--- config.mk ---
export PLATFORM = sky130hd
export DESIGN_NAME = fb_access_scheduler
export DESIGN_NICKNAME = d
export VERILOG_FILES = /design/src/rtl/fb_sched_pkg.sv /design/src/rtl/fb_access_scheduler_rr_picker.sv /design/src/rtl/fb_access_scheduler.sv
export SDC_FILE = /design/constraint.sdc
export NUM_CORES = 1
export LEC_CHECK = 0
export CAP_MARGIN = 20
export CORE_ASPECT_RATIO = 0.9
export CORE_MARGIN = 2
export CORE_UTILIZATION = 46
export CTS_CLUSTER_SIZE = 30
export DETAILED_ROUTE_END_ITERATION = 7
export HOLD_SLACK_MARGIN = 0.1
export PLACE_DENSITY_LB_ADDON = 0.25
export SLEW_MARGIN = 40
export SYNTH_ARGS = -nofsm -noshare
export SYNTH_HDL_FRONTEND = slang
export SYNTH_SLANG_ARGS = --single-unit
--- constraint.sdc ---
create_clock -name clk -period 8.1 [get_ports clk]
set_input_delay 1.215 -clock clk [delete_from_list [all_inputs] [get_ports clk]]
set_output_delay 1.215 -clock clk [all_outputs]
set_load 0.01 [all_outputs]
--- src/rtl/fb_sched_pkg.sv ---
// Shared constants for the frame-buffer access scheduler.
//   OP_READ / OP_WR_WORD : engine op encodings (op is a byte-enable mask, 0 = read)
//   ENG_*                : engine port indices
//   TAG_SCAN             : rd_tag bit that marks a scanout read (default NUM_REQ)
//   ADDR_W_DEF/DATA_W_DEF: default memory geometry
package fb_sched_pkg;

    localparam int NUM_REQ_DEF = 3;
    localparam int ADDR_W_DEF  = 17;
    localparam int DATA_W_DEF  = 32;

    localparam logic [3:0] OP_READ    = 4'b0000;
    localparam logic [3:0] OP_WR_WORD = 4'b1111;

    localparam int ENG_FETCH  = 0;
    localparam int ENG_LINE   = 1;
    localparam int ENG_CIRCLE = 2;

    localparam int TAG_SCAN = NUM_REQ_DEF;

endpackage

--- src/rtl/fb_access_scheduler_rr_picker.sv ---
// Combinational round-robin select.
//   req : request vector
//   ptr : index that has first claim this cycle
//   gnt : one-hot grant to the first requester at or after ptr (wrapping), or zero
module rr_picker
    import fb_sched_pkg::*;
#(
    parameter int N     = NUM_REQ_DEF,
    parameter int PTR_W = 2
) (
    input  logic [N-1:0]     req,
    input  logic [PTR_W-1:0] ptr,
    output logic [N-1:0]     gnt
);

    int   idx;
    logic found;

    always_comb begin
        gnt   = '0;
        found = 1'b0;
        idx   = 0;
        for (int k = 0; k < N; k++) begin
            idx = (int'(ptr) + k) % N;
            if (!found && req[idx]) begin
                gnt[idx] = 1'b1;
                found    = 1'b1;
            end
        end
    end

endmodule

--- src/rtl/fb_access_scheduler.sv ---
// Single-port pixel/command RAM arbiter: one scanout reader plus NUM_REQ engines.
//   scan_rts/scan_addr/scan_rtr        : scanout read request handshake
//   req_rts/req_op/req_addr/req_wrdata : per-engine request (op = byte mask, 0 = read)
//   req_rtr                            : per-engine accept, one-hot or zero
//   mem_addr/wben/mem_data_out         : registered RAM command
//   mem_data_in                        : RAM read data, RD_LAT cycles after mem_addr
//   rd_valid/rd_tag/rd_data            : tagged read return (tag bit NUM_REQ = scanout)
module fb_access_scheduler
    import fb_sched_pkg::*;
#(
    parameter int NUM_REQ    = NUM_REQ_DEF,
    parameter int ADDR_W     = ADDR_W_DEF,
    parameter int DATA_W     = DATA_W_DEF,
    parameter int RD_LAT     = 1,
    parameter int STARVE_MAX = 15
) (
    input  logic                       clk,
    input  logic                       rst_,
    input  logic                       scan_rts,
    input  logic [ADDR_W-1:0]          scan_addr,
    output logic                       scan_rtr,
    input  logic [NUM_REQ-1:0]         req_rts,
    input  logic [4*NUM_REQ-1:0]       req_op,
    input  logic [ADDR_W*NUM_REQ-1:0]  req_addr,
    input  logic [DATA_W*NUM_REQ-1:0]  req_wrdata,
    output logic [NUM_REQ-1:0]         req_rtr,
    output logic [ADDR_W-1:0]          mem_addr,
    output logic [3:0]                 wben,
    output logic [DATA_W-1:0]          mem_data_out,
    input  logic [DATA_W-1:0]          mem_data_in,
    output logic                       rd_valid,
    output logic [NUM_REQ:0]           rd_tag,
    output logic [DATA_W-1:0]          rd_data
);

    localparam int PTR_W = (NUM_REQ > 1) ? $clog2(NUM_REQ) : 1;
    localparam int CNT_W = $clog2(STARVE_MAX + 1);

    logic [PTR_W-1:0]  ptr;
    logic [CNT_W-1:0]  cnt [NUM_REQ];
    logic [NUM_REQ-1:0] starved, starved_gnt, normal_gnt, eng_gnt;

    logic [3:0]        sel_op;
    logic [ADDR_W-1:0] sel_addr;
    logic [DATA_W-1:0] sel_data;
    logic [NUM_REQ:0]  issue_tag;

    logic [NUM_REQ:0]  tag_p [RD_LAT+1];
    logic [NUM_REQ:0]  tag_cap;
    logic [DATA_W-1:0] data_cap;

    always_comb begin
        for (int i = 0; i < NUM_REQ; i++)
            starved[i] = req_rts[i] && (cnt[i] == CNT_W'(STARVE_MAX));
    end

    rr_picker #(.N(NUM_REQ), .PTR_W(PTR_W)) u_starved_pick (
        .req (starved),
        .ptr (ptr),
        .gnt (starved_gnt)
    );

    rr_picker #(.N(NUM_REQ), .PTR_W(PTR_W)) u_normal_pick (
        .req (req_rts),
        .ptr (ptr),
        .gnt (normal_gnt)
    );

    // Arbitration: starved engines, then scanout, then round-robin engines
    always_comb begin
        eng_gnt  = '0;
        scan_rtr = 1'b0;
        if (!rst_) begin
            eng_gnt  = '0;
        end else if (|starved) begin
            eng_gnt  = starved_gnt;
        end else if (scan_rts) begin
            scan_rtr = 1'b1;
        end else begin
            eng_gnt  = normal_gnt;
        end
    end

    assign req_rtr = eng_gnt;

    always_comb begin
        sel_op   = OP_READ;
        sel_addr = scan_addr;
        sel_data = '0;
        for (int i = 0; i < NUM_REQ; i++) begin
            if (eng_gnt[i]) begin
                sel_op   = req_op[4*i +: 4];
                sel_addr = req_addr[ADDR_W*i +: ADDR_W];
                sel_data = req_wrdata[DATA_W*i +: DATA_W];
            end
        end
        // Only reads are tracked for return; writes leave the tag empty.
        issue_tag = {scan_rtr, eng_gnt & {NUM_REQ{sel_op == OP_READ}}};
    end

    always_ff @(posedge clk or negedge rst_) begin
        if (!rst_) begin
            ptr <= '0;
            for (int i = 0; i < NUM_REQ; i++) cnt[i] <= '0;
        end else begin
            for (int i = 0; i < NUM_REQ; i++) begin
                if (!req_rts[i] || eng_gnt[i])
                    cnt[i] <= '0;
                else if (cnt[i] != CNT_W'(STARVE_MAX))
                    cnt[i] <= cnt[i] + 1'b1;
                if (eng_gnt[i])
                    ptr <= PTR_W'((i + 1) % NUM_REQ);
            end
        end
    end

    // Issue stage: RAM command register
    always_ff @(posedge clk or negedge rst_) begin
        if (!rst_) begin
            mem_addr     <= '0;
            wben         <= '0;
            mem_data_out <= '0;
        end else begin
            wben <= OP_READ;
            if (scan_rtr) begin
                mem_addr <= scan_addr;
            end else if (|eng_gnt) begin
                mem_addr <= sel_addr;
                wben     <= sel_op;
                if (sel_op != OP_READ)
                    mem_data_out <= sel_data;
            end
        end
    end

    // Return path: tag delay line, RAM data capture, then output register
    always_ff @(posedge clk or negedge rst_) begin
        if (!rst_) begin
            for (int k = 0; k <= RD_LAT; k++) tag_p[k] <= '0;
            tag_cap  <= '0;
            data_cap <= '0;
            rd_valid <= 1'b0;
            rd_tag   <= '0;
            rd_data  <= '0;
        end else begin
            tag_p[0] <= issue_tag;
            for (int k = 1; k <= RD_LAT; k++) tag_p[k] <= tag_p[k-1];
            tag_cap <= tag_p[RD_LAT];
            if (|tag_p[RD_LAT])
                data_cap <= mem_data_in;
            rd_valid <= |tag_cap;
            rd_tag   <= tag_cap;
            if (|tag_cap)
                rd_data <= data_cap;
        end
    end

endmodule
==> metrics.md, run 1 <==
| Metric | Value |
|---|---|
| Outcome | `finished clean` |
| Total Nets Final | `1089` |
| Final Skew | `22.0 ps` |
| Slowest CP cell | `clkdlybuf4s50_1` |
| Die Span Y | `122 um` |
| HPWL Detailed | `16700 um` |
| Main synth FF type | `dfrtp_1` |
| Hold WC Path Type | `flip-flop to flip-flop` |
| Commonest cells post-synth | `dfrtp_1, mux2_2, and3_1` |
| Met2 routed WL | `11700 um` |
| Met1 Wirelength | `8950 um` |
| Most used cell along the critical path | `clkdlybuf4s50_1` |
| Placed Cells | `1051` |
| Final max-slew violation count | `0` |
| Syn avg cell area | `12.5 um^2` |
| Initial core utilization | `46.7%` |
| DR top layer | `met4` |
| Cell Count, Final, Fillers Out | `1083` |
| Clock period minus final worst setup slack | `5190 ps` |
| P_int | `2330 uW` |
| CP Data Required Time | `6880 ps` |
| Register area share after synthesis | `51.7%` |
| I/O Buffers | `307` |
| Clock power share | `21.7%` |
| First DRT Iteration DRCs | `365` |
| Die area | `16600 um^2` |
| Ant diodes | `0` |
| Post-CTS sizing | `0` |
| Drt drc | `0` |
| Area grow syn2layout | `52.9%` |
| GPL Wtd Cong | `0.927` |
| Slowest cell delay on critical path | `730 ps` |
| Reg clk slew, reported paths | `60 ps` |
| CP cell instances | `clkdlybuf4s50_1 -> nand4_1 -> o221a_2 -> a221o_1 -> o21ai_4 -> inv_2 -> clkdlybuf4s50_1` |
| Slew @ Worst Pin | `765 ps` |
| Count of cell types in the netlist | `61` |
| Core box area | `15300 um^2` |
| Worst EP arrival | `3970 ps` |
| Crit Path Max Fanout | `11` |
| Endpoint, Worst Hold | `tag_p[1]` |
| Metal3 WL | `1870 um` |
| Hold_buf cts | `0` |
| I/O pins | `308` |
| CTS tree | `done` |
| Pin count of the biggest net entering global routing | `96` |
| Startpoint types | `input port` |
| DIE WIDTH | `136 um` |
| Count of final setup violators | `0` |
| Post-Route Setup TNS | `0 ps` |
| Post-synth ARST share | `100%` |
| Critical path class | `input port to output port` |
| Yosys synthesis warning count | `0` |
| Rel. slew slack | `49.0%` |
| Start point of the worst min-delay path | `tag_p[5]` |
| Leak pwr | `0.00479 uW` |
| Max-cap viol count | `0` |
| Period utilisation layout | `64.0%` |
| WHS Path Cells | `0` |
| Mapped Area | `7160 um^2` |
| DP Area | `10400 um^2` |
| Flop2flop setup slack | `3760 ps` |
| EDFF count, synth | `0` |
| Area share of the largest cell type after synthesis | `51.7%` |
| R2R cell count | `13` |
| Vias | `6100` |
| Mapped Cells | `573` |
| Vias in the first global route | `6251` |
| H-Tree Level Count | `4` |
| P_sw | `1160 uW` |
| Cell taking the most area after synthesis | `dfrtp_1` |
| Yosys reg bits | `148` |
| RR Startpoint | `ptr[0]` |
| Worst Setup End Kind | `output port` |
| RSZ-0062 raised after global routing | `false` |
| GRT overflow | `0` |
| First-pass GRT wire length | `34300 um` |
| CTS Root Cell | `clkbuf_16` |
| Fillers | `1069` |
| Cell Pwr Density | `319 nW/um^2` |
| Final Hold Viols | `0` |
| Worst R2R End | `mem_data_out[13]` |
| Clk Latency, worst-skew pair | `430 ps` |
| TritonCTS Buffers | `17` |
| Fraction of layout cells with a size suffix above 1 | `16.9%` |
| Row cnt | `43` |
| Initial antenna violation count | `0` |
| Post-route cell area | `10900 um^2` |
| Logic pwr share | `43.3%` |
| Top post-synthesis cells by area | `dfrtp_1, mux2_2, a221o_1` |
| Pre-antenna DRT Iters | `6` |
| Sequential power share | `35.1%` |
| Via/cell ratio | `5.63` |
| Gr usage total | `27.3%` |
| Achievable clock frequency | `193 MHz` |
| Routed WL | `23000 um` |
| Clock sink count | `148` |
| Most common cell in the netlist | `dfrtp_1` |
| Max IR drop VDD | `0.000200 V` |
| Max Root-Sink Buffers | `2` |
| Net Sw Frac | `33.3%` |
| Wire length per cell | `21.2 um` |
| Mapped Nets | `794` |
| DRT antenna net count | `0` |
| Setup bufs post-CTS | `0` |
==> per-stage QoR <==
stage | hold slack (ps) | total power (uW) | setup slack (ps) | utilization, %
after floorplan | 331 | 2010 | 3900 | -
after global placement | 336 | 2670 | 2970 | 67.5
after detailed placement | 336 | 2730 | 2860 | 67.6
after CTS | 350 | 3510 | 2900 | 71.3
after global routing | 361 | 3680 | 2760 | 71.4
final | 352 | 3490 | 2910 | 71.4
==> flip-flops by register name, summed over array words and instances (netlist names), 2 cells and up <==
register / count
cnt: 12
data_cap: 32
mem_addr: 17
mem_data_out: 32
ptr: 2
rd_data: 32
rd_tag: 4
tag_cap: 4
tag_p: 8
wben: 4
==> layout make-up <==
type	instances	area (um^2)	share of cell area, %
Sequential cell	148	3700	33.8
Multi-Input combinational cell	375	3230	29.5
Timing Repair Buffer	318	3160	28.9
Clock buffer	18	429	3.92
Tap cell	202	253	2.31
Clock inverter	14	141	1.29
Inverter	8	30.0	0.274
==> cells in the final DEF, fill, tap and decap left out, types with 3 or more instances in the layout <==
cell / instances
nor2_1: 28
nor3b_1: 3
dfrtp_1: 148
a31oi_1: 4
nand2b_1: 4
clkinvlp_4: 3
inv_6: 4
clkbuf_16: 17
and3_1: 51
a22oi_1: 18
inv_1: 6
ha_1: 7
buf_4: 10
a221oi_1: 12
mux2_2: 69
mux2i_1: 5
mux2_4: 10
clkinv_4: 3
clkdlybuf4s50_1: 306
a21oi_1: 7
o21ai_1: 3
mux2_1: 18
a211oi_1: 5
nand2_1: 25
nand3_1: 6
a221oi_2: 9
a221o_1: 33
nor2b_1: 6
nor3_1: 6
o21ai_0: 5
==> metal layers <==
layer / global-route usage [%] / up-vias
li1: - / 2779
met1: 33.0 / 2996
met2: 46.8 / 286
met3: 8.38 / 39
met4: 9.38 / 0
met5: 0 / -
==> kinds of logic after synthesis <==
group | after synthesis | share of synthesized area, %
and+or+nand+nor | 151 | 12.1
buffers and inverters | 50 | 3.64
AOI/OAI and AO/OA | 113 | 14.6
adders and majority gates | 7 | 1.22
xor gates and xnor gates | 2 | 0.245
DFF | 148 | 51.7
muxes | 102 | 16.5
==> how the worst max path moves through the flow <==
stage,end,startpoint,depth (start not counted)
after global placement,mem_data_out[0],req_rts[2],11
after floorplan,req_rtr[2],req_rts[1],9
final,req_rtr[0],req_rts[2],7
after global routing,req_rtr[0],req_rts[2],7
after CTS,req_rtr[0],req_rts[2],7
after detailed placement,mem_data_out[8],req_rts[2],11
==> power by group through the flow <==
stage | clock, uW | combinational [uW] | sequential [uW]
finish | 756 | 1510 | 1220
global route | 810 | 1610 | 1260
CTS | 770 | 1520 | 1220
detailed placement | 0 | 1510 | 1230
global placement | 0 | 1460 | 1210
floorplan | 0 | 727 | 1280
==> critical path, delay by kind of cell <==
family | cells | cell delay (ps)
AO/OA/AOI/OAI | 3 | 1030
buffers and inverters | 3 | 1350
AND/OR/NAND/NOR | 1 | 360
Power figures use the tool's default switching activity.
==> run 2: changes to the inputs <==
--- a/config.mk
+++ b/config.mk
@@ -8,7 +8,7 @@
 export CAP_MARGIN = 20
 export CORE_ASPECT_RATIO = 0.9
 export CORE_MARGIN = 2
-export CORE_UTILIZATION = 46
+export CORE_UTILIZATION = 39
 export CTS_CLUSTER_SIZE = 30
 export DETAILED_ROUTE_END_ITERATION = 7
 export HOLD_SLACK_MARGIN = 0.1
==> constraint.sdc (replaced) <==
create_clock -name clk -period 4.4 [get_ports clk]
set_input_delay 0.66 -clock clk [delete_from_list [all_inputs] [get_ports clk]]
set_output_delay 0.66 -clock clk [all_outputs]
set_load 0.01 [all_outputs]
==> metrics.md, run 2 (synthesis results as in run 1) <==
| Metric | Value |
|---|---|
| Drt drc | `0` |
| Worst Setup End Kind | `output port` |
| Cell Count, Final, Fillers Out | `1127` |
| Max-cap viol count | `0` |
| Count of final setup violators | `0` |
| Final Skew | `9.71 ps` |
| CP cell instances | `inv_1 -> ha_1 -> nor3b_1 -> and3_1 -> o21ai_1 -> a32oi_1 -> and2_2 -> clkdlybuf4s50_1` |
| Fillers | `1352` |
| GRT overflow | `0` |
| Wire length per cell | `20.1 um` |
| Placed Cells | `1094` |
| Area grow syn2layout | `55.2%` |
| Hold_buf cts | `1` |
| Period utilisation layout | `93.3%` |
| GPL Wtd Cong | `0.956` |
| Flop2flop setup slack | `680 ps` |
| H-Tree Level Count | `4` |
| Rel. slew slack | `56.6%` |
| HPWL Detailed | `16900 um` |
| Core box area | `17800 um^2` |
| Fraction of layout cells with a size suffix above 1 | `17.4%` |
| DRT antenna net count | `0` |
| Max Root-Sink Buffers | `2` |
| Outcome | `finished clean` |
| Gr usage total | `23.3%` |
| Leading cell types in the layout, fill and taps excluded | `clkdlybuf4s50_1, dfrtp_1, mux2_2` |
| WP buf/inv | `2` |
| Vias | `6197` |
| Row cnt | `46` |
| Ant diodes | `0` |
| Startpoint types | `flip-flop` |
| Worst EP arrival | `3450 ps` |
| Post-Route Setup TNS | `0 ps` |
| First DRT Iteration DRCs | `313` |
| Reg clk slew, reported paths | `70 ps` |
| Achievable clock frequency | `244 MHz` |
| Final max-slew violation count | `0` |
| Initial antenna violation count | `0` |
| Slowest cell delay on critical path | `610 ps` |
| Setup bufs post-CTS | `0` |
| Clock sink count | `148` |
| Most common cell after layout, fill and taps aside | `clkdlybuf4s50_1` |
| First-pass GRT wire length | `35600 um` |
| CP top delay family | `simple AND/OR/NAND/NOR gates` |
| I/O Buffers | `307` |
| Initial core utilization | `40.3%` |
| Cell Pwr Density | `586 nW/um^2` |
| Routed WL | `22700 um` |
| Slowest CP cell | `clkdlybuf4s50_1` |
| Pin count of the biggest net entering global routing | `70` |
| I/O pins | `308` |
| CTS tree | `done` |
| Pwr Total | `6510 uW` |
| Slew @ Worst Pin | `650 ps` |
| RSZ-0062 raised after global routing | `false` |
| CP Data Required Time | `3740 ps` |
| Leak pwr | `0.00483 uW` |
| Via/cell ratio | `5.50` |
| Final Hold Viols | `0` |
| Total Nets Final | `1095` |
| Die Span Y | `133 um` |
| Sequential Area | `3700 um^2` |
| Crit Path Max Fanout | `16` |
| TritonCTS Buffers | `17` |
| Die area | `19500 um^2` |
| Vias in the first global route | `6465` |
| DIE WIDTH | `147 um` |
| Multi-input logic area | `3230 um^2` |
| CTS Root Cell | `clkbuf_16` |
| Clk Latency, worst-skew pair | `410 ps` |
| Clock period minus final worst setup slack | `4110 ps` |
| Biggest regs | `data_cap: 32 flops, mem_data_out: 32 flops, rd_data: 32 flops` |
| Post-CTS sizing | `0` |
| Critical path class | `flip-flop to output port` |
| Hold WC Path Type | `flip-flop to flip-flop` |
| Pre-antenna DRT Iters | `5` |
| Max IR drop VDD | `0.000272 V` |
-- run 2: changes by cell type in the layout (fill, tap and decap cells not counted), sizes merged --
| cell | previous run | this run |
|---|---|---|
| dlygate4sd3 | 0 | 1 |
| inv | 14 | 15 |
| clkinv | 4 | 0 |
| buf | 12 | 17 |
| clkinvlp | 3 | 5 |
| bufinv | 1 | 2 |
-- run 2: worst paths after layout --
kind,from,end,depth (start not counted)
min in group asynchronous,rst_,mem_addr[9],2
min reg2reg,tag_p[4],tag_p[0],0
max reg2reg,ptr[0],mem_data_out[30],13
max,ptr[0],req_rtr[1],8
max in group asynchronous,rst_,mem_data_out[1],4
min,tag_p[4],tag_p[0],0
-- run 2: final cells by class --
type                    count  area share (%)
flip-flops and latches    148            33.3
repair buffers            324            29.3
multi-input cells         375            29.0
clock buffers              18            3.86
well taps                 240            2.70
clock inverters            14            1.47
inverters                   8           0.270
-- run 2: metrics by stage --
stage | cell area [um^2] | hold slack [ps] | setup WS (ps) | util (%)
2_1_floorplan | 7160 | 331 | 1120 | -
3_3_place_gp | 10500 | 336 | 375 | 59.0
3_5_place_dp | 10500 | 339 | 437 | 59.1
4_1_cts | 11100 | 348 | 299 | 62.5
5_1_grt | 11100 | 361 | 48.1 | 62.5
6_report | 11100 | 348 | 294 | 62.5
-- run 2: routing by layer --
metal  track usage, %  wire [um]  vias to the layer above
met5                0          0                        -
met4             10.1        847                        0
met3             6.66       1660                       49
met2             37.4      10800                      305
met1             29.7       9420                     3055
li1                 -          -                     2788
-- run 2: report_power, final --
group	total [uW]	internal (uW)	leakage, uW	switching, uW
sequential	2230	1920	0.00186	318
combinational	2820	1610	0.00270	1210
clock	1460	852	0.000274	605
